## src/rtl/bm_stats_pkg.sv

```systemverilog
// Shared widths, FSM encoding and min/max preset constants for the
// Gaussian sample statistics accumulator.
package bm_stats_pkg;

    localparam int SAMPLE_W = 20;
    localparam int SUM_W    = 48;
    localparam int SQ_W     = 64;
    localparam int CNT_W    = 16;
    localparam int PROD_W   = 2 * SAMPLE_W - 1;

    typedef enum logic [2:0] {
        WARM,
        IDLE,
        RUN,
        DRAIN,
        DONE
    } state_t;

    localparam logic signed [SAMPLE_W-1:0] MIN_INIT = {1'b0, {(SAMPLE_W-1){1'b1}}};
    localparam logic signed [SAMPLE_W-1:0] MAX_INIT = {1'b1, {(SAMPLE_W-1){1'b0}}};

endpackage

```

## src/rtl/square_20.sv

```systemverilog
// Registered signed 20x20 squarer, one cycle latency, unsigned 39-bit result.
// Interchangeable with the vendor multiplier primitive.
module square_20
    import bm_stats_pkg::*;
(
    input  logic                       clk,
    input  logic                       nreset,
    input  logic signed [SAMPLE_W-1:0] a,
    output logic        [PROD_W-1:0]   sq
);

    // The square of a 20-bit value fits 39 bits (largest is 2^38), so the
    // truncated product keeps every significant bit.
    logic signed [PROD_W-1:0] a_ext;
    logic signed [PROD_W-1:0] prod;

    assign a_ext = {{(PROD_W-SAMPLE_W){a[SAMPLE_W-1]}}, a};
    assign prod  = a_ext * a_ext;

    always_ff @(posedge clk or negedge nreset) begin
        if (!nreset) begin
            sq <= '0;
        end else begin
            sq <= $unsigned(prod);
        end
    end

endmodule

```

## src/rtl/gauss_stats_acc.sv

```systemverilog
// Captures N consecutive Gaussian samples after a warm-up window and reports
// sum, sum of squares, minimum and maximum with a one-cycle done pulse.
module gauss_stats_acc
    import bm_stats_pkg::*;
#(
    parameter int WARMUP = 16
) (
    input  logic                clk,
    input  logic                nreset,
    input  logic [31:0]         sample_in,
    input  logic                start,
    input  logic [CNT_W-1:0]    n_samples,
    output logic                ready,
    output logic                busy,
    output logic                done,
    output logic [SUM_W-1:0]    sum_out,
    output logic [SQ_W-1:0]     sumsq_out,
    output logic [SAMPLE_W-1:0] min_out,
    output logic [SAMPLE_W-1:0] max_out
);

    localparam logic [CNT_W-1:0] WARM_LAST = CNT_W'(WARMUP - 2);

    state_t                     state, state_nx;
    logic [CNT_W-1:0]           warm_cnt, run_cnt, n_lat;
    logic                       drain_cnt, n_zero;
    logic                       accept, cap_d, busy_d, ready_d, fin_d;
    logic                       fin_p, clr_p;
    logic                       vld_p0, vld_p1;
    logic signed [SAMPLE_W-1:0] s_p0;
    logic signed [SUM_W-1:0]    sum_p1;
    logic signed [SAMPLE_W-1:0] min_p1, max_p1;
    logic        [PROD_W-1:0]   sq_p1;
    logic        [SQ_W-1:0]     sumsq_p2;
    logic                       unused_hi;

    assign unused_hi = ^sample_in[31:SAMPLE_W];

    function automatic logic signed [SUM_W-1:0] sext_sum(input logic signed [SAMPLE_W-1:0] s);
        return {{(SUM_W-SAMPLE_W){s[SAMPLE_W-1]}}, s};
    endfunction

    assign accept = start && ready && ((state == IDLE) || (state == DONE));

    always_ff @(posedge clk or negedge nreset) begin
        if (!nreset) begin
            state <= WARM;
        end else begin
            state <= state_nx;
        end
    end

    always_comb begin
        state_nx = state;
        case (state)
            WARM:  if (warm_cnt == WARM_LAST) state_nx = IDLE;
            IDLE,
            DONE:  if (accept) state_nx = (n_samples == '0) ? DRAIN : RUN;
            RUN:   if (run_cnt == n_lat - CNT_W'(1)) state_nx = DRAIN;
            DRAIN: if (drain_cnt) state_nx = DONE;
            default: state_nx = WARM;
        endcase
    end

    always_comb begin
        cap_d   = (state == RUN);
        busy_d  = (state == RUN) || (state == DRAIN);
        ready_d = (state == IDLE) || (state == DONE);
        fin_d   = (state == DRAIN) && drain_cnt;
    end

    always_ff @(posedge clk or negedge nreset) begin
        if (!nreset) begin
            warm_cnt  <= '0;
            run_cnt   <= '0;
            n_lat     <= '0;
            n_zero    <= 1'b0;
            drain_cnt <= 1'b0;
            busy      <= 1'b0;
            ready     <= 1'b0;
            fin_p     <= 1'b0;
            clr_p     <= 1'b0;
            done      <= 1'b0;
        end else begin
            if (state == WARM) warm_cnt <= warm_cnt + CNT_W'(1);
            if (accept) begin
                run_cnt <= '0;
                n_lat   <= n_samples;
                n_zero  <= (n_samples == '0);
            end else if (state == RUN) begin
                run_cnt <= run_cnt + CNT_W'(1);
            end
            drain_cnt <= (state == DRAIN) ? ~drain_cnt : 1'b0;
            busy      <= busy_d;
            ready     <= ready_d;
            fin_p     <= fin_d;
            clr_p     <= accept;
            done      <= fin_p;
        end
    end

    // stage p0: raw sample capture, one per RUN cycle
    always_ff @(posedge clk or negedge nreset) begin
        if (!nreset) begin
            s_p0   <= '0;
            vld_p0 <= 1'b0;
        end else begin
            vld_p0 <= cap_d;
            if (cap_d) s_p0 <= sample_in[SAMPLE_W-1:0];
        end
    end

    square_20 u_square (
        .clk    (clk),
        .nreset (nreset),
        .a      (s_p0),
        .sq     (sq_p1)
    );

    // stage p1: running sum and extrema, alongside the squarer register
    always_ff @(posedge clk or negedge nreset) begin
        if (!nreset) begin
            sum_p1 <= '0;
            min_p1 <= '0;
            max_p1 <= '0;
            vld_p1 <= 1'b0;
        end else begin
            vld_p1 <= vld_p0;
            if (accept) begin
                sum_p1 <= '0;
                min_p1 <= MIN_INIT;
                max_p1 <= MAX_INIT;
            end else if (vld_p0) begin
                sum_p1 <= sum_p1 + sext_sum(s_p0);
                if (s_p0 < min_p1) min_p1 <= s_p0;
                if (s_p0 > max_p1) max_p1 <= s_p0;
            end
        end
    end

    // stage p2: sum of squares
    always_ff @(posedge clk or negedge nreset) begin
        if (!nreset) begin
            sumsq_p2 <= '0;
        end else if (accept) begin
            sumsq_p2 <= '0;
        end else if (vld_p1) begin
            sumsq_p2 <= sumsq_p2 + SQ_W'(sq_p1);
        end
    end

    // Result registers only ever show zero or final values; an empty run
    // reports zero extrema instead of the presets.
    always_ff @(posedge clk or negedge nreset) begin
        if (!nreset) begin
            sum_out   <= '0;
            sumsq_out <= '0;
            min_out   <= '0;
            max_out   <= '0;
        end else if (clr_p) begin
            sum_out   <= '0;
            sumsq_out <= '0;
            min_out   <= '0;
            max_out   <= '0;
        end else if (fin_p) begin
            sum_out   <= sum_p1;
            sumsq_out <= sumsq_p2;
            min_out   <= n_zero ? '0 : min_p1;
            max_out   <= n_zero ? '0 : max_p1;
        end
    end

endmodule

```

## config.mk

```make
export PLATFORM = sky130hd
export DESIGN_NAME = gauss_stats_acc
export DESIGN_NICKNAME = d
export VERILOG_FILES = /design/src/rtl/bm_stats_pkg.sv /design/src/rtl/square_20.sv /design/src/rtl/gauss_stats_acc.sv
export SDC_FILE = /design/constraint.sdc
export NUM_CORES = 2
export LEC_CHECK = 0
export CAP_MARGIN = 20
export CORE_MARGIN = 1.5
export CORE_UTILIZATION = 45
export DETAILED_ROUTE_END_ITERATION = 16
export PLACE_DENSITY = 0.69
export SETUP_SLACK_MARGIN = 0.3
export SLEW_MARGIN = 20
export SYNTH_ARGS = -nofsm -noshare
export SYNTH_HDL_FRONTEND = slang
export SYNTH_SLANG_ARGS = --single-unit
```

## constraint.sdc

```tcl
create_clock -name clk -period 12 [get_ports clk]
set_input_delay 1.8 -clock clk [delete_from_list [all_inputs] [get_ports clk]]
set_output_delay 1.8 -clock clk [all_outputs]
set_load 0.05 [all_outputs]
```

Word level (Yosys, flattened, before mapping) --
Cells that the tools add are included.
Storage, ports and cells: register bits 423, input port bits 51
Operators by class: equality and inequality tests 10, bitwise gates (word level) 1, multiplexer cells 29, reduce and logical (&&, ||, !) cells 17, add/subtract/negate cells 5, $lt $le $gt $ge 2, multipliers 1
Operators by type and width (count):
- two-way mux 64 bit | 4
- two-way mux 20 bit | 12
- two-way mux 48 bit | 4
- adder 64 x 39 -> 64 bit | 1
- adder 48 x 20 -> 48 bit | 1
- multiplier 20 x 20 -> 39 bit | 1
- adder 16 x 1 -> 16 bit, second input constant | 2
- two-way mux 16 bit | 2
- greater-than comparator 20 bit | 1
- < comparator 20 bit | 1
- == test 16 bit | 1
- == test 16 x 4 -> 1 bit, second input constant | 1
- zero test 16 bit | 1
- subtractor 16 x 1 -> 16 bit, second input constant | 1
- two-way mux 3 bit | 4
- case mux 3 bit (4 select lines) | 1
- nonzero test 2 bit | 6
- == test 3 x 2 -> 1 bit, second input constant | 2
- inequality test 2 bit, second input constant | 3
- AND reduction 2 bit | 2
- AND reduction 4 bit | 1
- == test 3 x 1 -> 1 bit, second input constant | 1
- == test 3 bit, second input constant | 1
- logical AND 1 bit | 3
- other kinds (6) | 8

Depth between registers and ports, before layout --
depth after elaboration 5, gate-level depth with buffers 29, depth with buffers taken out 28

Hierarchy --
Synthesis repeated with hierarchy kept, for this count alone.
Unflattened totals: cells, all modules 3729, area total of the unflattened synthesis 36343.6 µm²
Modules (own cells, without submodules):
- gauss_stats_acc | instances 1, area each 21991.1 µm², seq. area each 9609.2 µm², cells an instance 2252
- square_20 | instances 1, area each 14352.5 µm², seq. area each 950.9 µm², cells an instance 1477

Worst setup path after synthesis --
No wires, ideal clock.
path type register -> register, start point register s_p0[19], end point register u_square.sq[37], period minus slack after synthesis 7814 ps, stages on the path, launching flop included 27, setup time 80 ps, slack 4186 ps, arrival time 7734 ps, cells stage by stage dfrtp_1 clkbuf_1 clkbuf_1 clkbuf_1 nand2_1 inv_1 fa_1 fa_1 fa_1 fa_1 fa_1 fa_1 inv_1 fa_1 inv_1 ha_1 a21o_1 a21o_1 a21oi_1 o21ai_0 a221oi_1 o31ai_1 a41o_1 o211ai_1 o21bai_1 a21oi_1 xnor2_1
Between the ends: cells in the longest elaborated chain, start to end 1
RTL lines:
- start: declaration | RTL line gauss_stats_acc.sv:30 | logic signed [SAMPLE_W-1:0] s_p0;
- start signal: assignment | RTL line gauss_stats_acc.sv:109 | if (cap_d) s_p0 <= sample_in[SAMPLE_W-1:0];
- multiplier 20 x 20 -> 39 bit | RTL line square_20.sv:18 | assign prod = a_ext * a_ext;
- named net u_square.prod[37] | RTL line square_20.sv:15 | logic signed [PROD_W-1:0] prod;
- end signal: assignment | RTL line square_20.sv:24 | sq <= $unsigned(prod);
- end: declaration | RTL line square_20.sv:9 | output logic [PROD_W-1:0] sq
The timed path passes the listed nets, and every way through them passes these cells. A chain may end at the register's enable or synchronous reset.

Worst setup path after layout --
start point register s_p0[19], end point register u_square.sq[38]
Same word-level chain as after synthesis.

==> results.yml <==
clocking:
  cts-htree-levels: 2
  cts_buffers: 49
  clock_sinks: 422
  root_buffer: "clkbuf_16"
  clk_latency_ns: 0.60
  cts_setup_buffers: 0
  cts_tree: "built"
  clockBufferDepth: 3
  postCtsResizedCells: 0
  cts_hold_buf: 0
  clk_pin_slew_ns: 0.06
worst_hold_path:
  holdPathStages: 1
  min_path_type: "flop to flop"
  worstHoldStart: "drain_cnt"
run_status:
  status: "completed"
floorplan:
  die_area_um2: 80590
  ioPinCount: 206
  core_um2: 77720
  rows: 102
  die_y_um: 283.9
  fp.dieW_um: 283.9
  start_util: 0.4568
timing:
  finalSetupViolations: 0
  finalCritPeriodShare: 0.6759
  max_freq_mhz: 123.3
  finalWorstSetupSlack_ns: 3.889
  slew_headroom: 0.2873
  rsz0062_at_grt: "no"
  slew_viol_final: 0
  period_needed_ns: 8.111
  finalSetupTns_ns: 0
  finalHoldWorstSlack_ns: 0.4687
  worstMarginPinSlew_ns: 1.069
  hold_viol: 0
  clock_skew_ns: 0.01717
detailed_routing:
  drc: 0
  vias_per_cell: 5.272
  postRouteAntennaNets: 0
  routed_wl_mm: 86.51
  drtPass1Iterations: 5
  wl_per_cell_um: 17.82
  drt_iter0_drc: 1746
  vias: 25590
worst_setup_path:
  r2r_cells: 24
  arrival_ns: 8.63
  path_class: "flop to flop"
  critPathLaunch: "s_p0[19]"
  crit-reg2reg-launch: "s_p0[19]"
  endpoint_kind: "flop"
  critPathMaxFanout: 60
  startpoint_type: "flop"
  critPathRequiredTime_ns: 12.52
grt:
  grt_pass1_vias: 25750
  grt_pass1_wl_mm: 140.5
  grt_max_degree: 100
  grtUsageTotal: 0.2163
  globalRouteOverflowTotal: 0
  antenna_found_initial: 2
flow_run:
  cap_violations: 0
placed_design:
  dpl_cell_area_um2: 38470
  gp_congestion: 0.8916
  port_buffers: 193
  place_ws_ns: 3.822
  dp_hpwl_mm: 64.77
synthesis:
  synth-seq-cells: 422
  ys_seq_area_frac: 0.2974
  synth_top_area_frac: 0.2974
  avgSynthCellArea_um2: 9.746
  syn_nets: 4305
  async_flop_share: 1.000
  synth.distinct_cells: 78
  synth_edf_count: 0
  synthTopCellsByArea: "dfrtp_1, fa_1, ha_1"
  synth_top_area_cell: "dfrtp_1"
  yosysWarnings: 0
  syn_area_um2: 35510
  synthCells: 3643
  synth-main-ff-cell: "dfrtp_1"
finish:
  nNetsFinal: 4438
  area.growth.synth_to_final_pct: 13.41
  layout_commonest_cell: "inv_1"
  layout_common_cells: "inv_1, dfrtp_1, fa_1, nor2_1, nand2_1"
  final_area_um2: 40270
  drive_above_1_share: 0.04406
flip-flops by register name (all words and copies together), names as in the netlist, 3 cells and up:
| register | count |
|---|---|
| sumsq_out | 64 |
| sumsq_p2 | 64 |
| sum_out | 48 |
| sum_p1 | 48 |
| u_square.sq | 38 |
| max_out | 20 |
| max_p1 | 20 |
| min_out | 20 |
| min_p1 | 20 |
| s_p0 | 20 |
| n_lat | 16 |
| run_cnt | 16 |
| warm_cnt | 16 |
| state | 3 |
area by class of cell:
class	instances	area, um^2
Clock inverter	21	346.6
Tap cell	1040	1301
Fill cell	6975	37460
Timing Repair Buffer	230	2227
Clock buffer	67	1425
Multi-Input combinational cell	2524	22330
Antenna cell	1	2.502
Inverter	549	2066
Sequential cell	422	10570
cells in the mapped netlist (11+ instances only):
cell	instances
a211oi_1	21
a21o_1	97
a21oi_1	144
a22o_1	40
a31oi_1	26
and2_1	63
and3_1	24
buf_1	20
clkbuf_1	119
dfrtp_1	422
fa_1	377
ha_1	234
inv_1	543
mux2_2	12
mux2i_1	200
nand2_1	302
nand2b_1	20
nand3_1	31
nand3b_1	11
nand4_1	33
nor2_1	344
nor2b_1	32
nor3_1	38
nor3b_1	11
nor4_1	11
o211ai_1	20
o21ai_0	103
o21bai_1	23
or3_1	16
xnor2_1	131
xor2_1	57
cell families (layout without fill, tap and decap cells):
family	after synthesis	in the layout	share of synthesized area
and+or+nand+nor	965	965	0.1248
AOI/OAI and AO/OA	548	548	0.1015
other	0	1	0
xor gates and xnor gates	188	188	0.04638
muxes	212	212	0.06019
DFF	422	422	0.2974
buffers and inverters	697	867	0.07474
adders and majority gates	611	611	0.2950
metrics by stage:
stage	instances	utilization
floorplan	3643	-
global placement	4764	0.4950
detailed placement	4764	0.4950
CTS	4852	0.5178
global route	4853	0.5180
finish	4854	0.5181
layer usage:
metal | GRT usage | routed length, um | part of all wire | vias up
met5 | 0 | 7 | 0.000081 | -
met4 | 0.04425 | 1439 | 0.017 | 2
met3 | 0.02773 | 5196 | 0.060 | 95
met2 | 0.3458 | 39810 | 0.46 | 657
met1 | 0.3150 | 40050 | 0.46 | 12720
li1 | - | - | - | 12110
path summary, 6_finish.rpt:
check / endpoint / slack, ns
hold reg to reg: drain_cnt / 0.47
hold / removal: drain_cnt / 0.47
setup / recovery: u_square.sq[38] / 3.89
max in group asynchronous: clr_p / 8.61
min in group asynchronous: n_lat[3] / 1.15
setup reg to reg: u_square.sq[38] / 3.89
critical path, cell delays in order (launching register included):
cell,delay [ns]
dfrtp_2,0.59
buf_4,0.63
nand2_1,0.22
fa_1,0.57
inv_1,0.20
fa_1,0.47
fa_1,0.57
fa_1,0.46
fa_1,0.51
fa_1,0.54
inv_1,0.05
fa_1,0.52
inv_1,0.04
ha_1,0.35
nand4_1,0.24
nor2_1,0.14
nand2_1,0.08
o21ai_0,0.17
o31ai_1,0.56
nor2_1,0.14
o31ai_1,0.32
a21oi_1,0.15
a21o_1,0.20
a21oi_1,0.16
xnor2_1,0.13
Power is not shown: default switching activity piles up to over one toggle a cycle in this logic, so the estimate is an artifact.
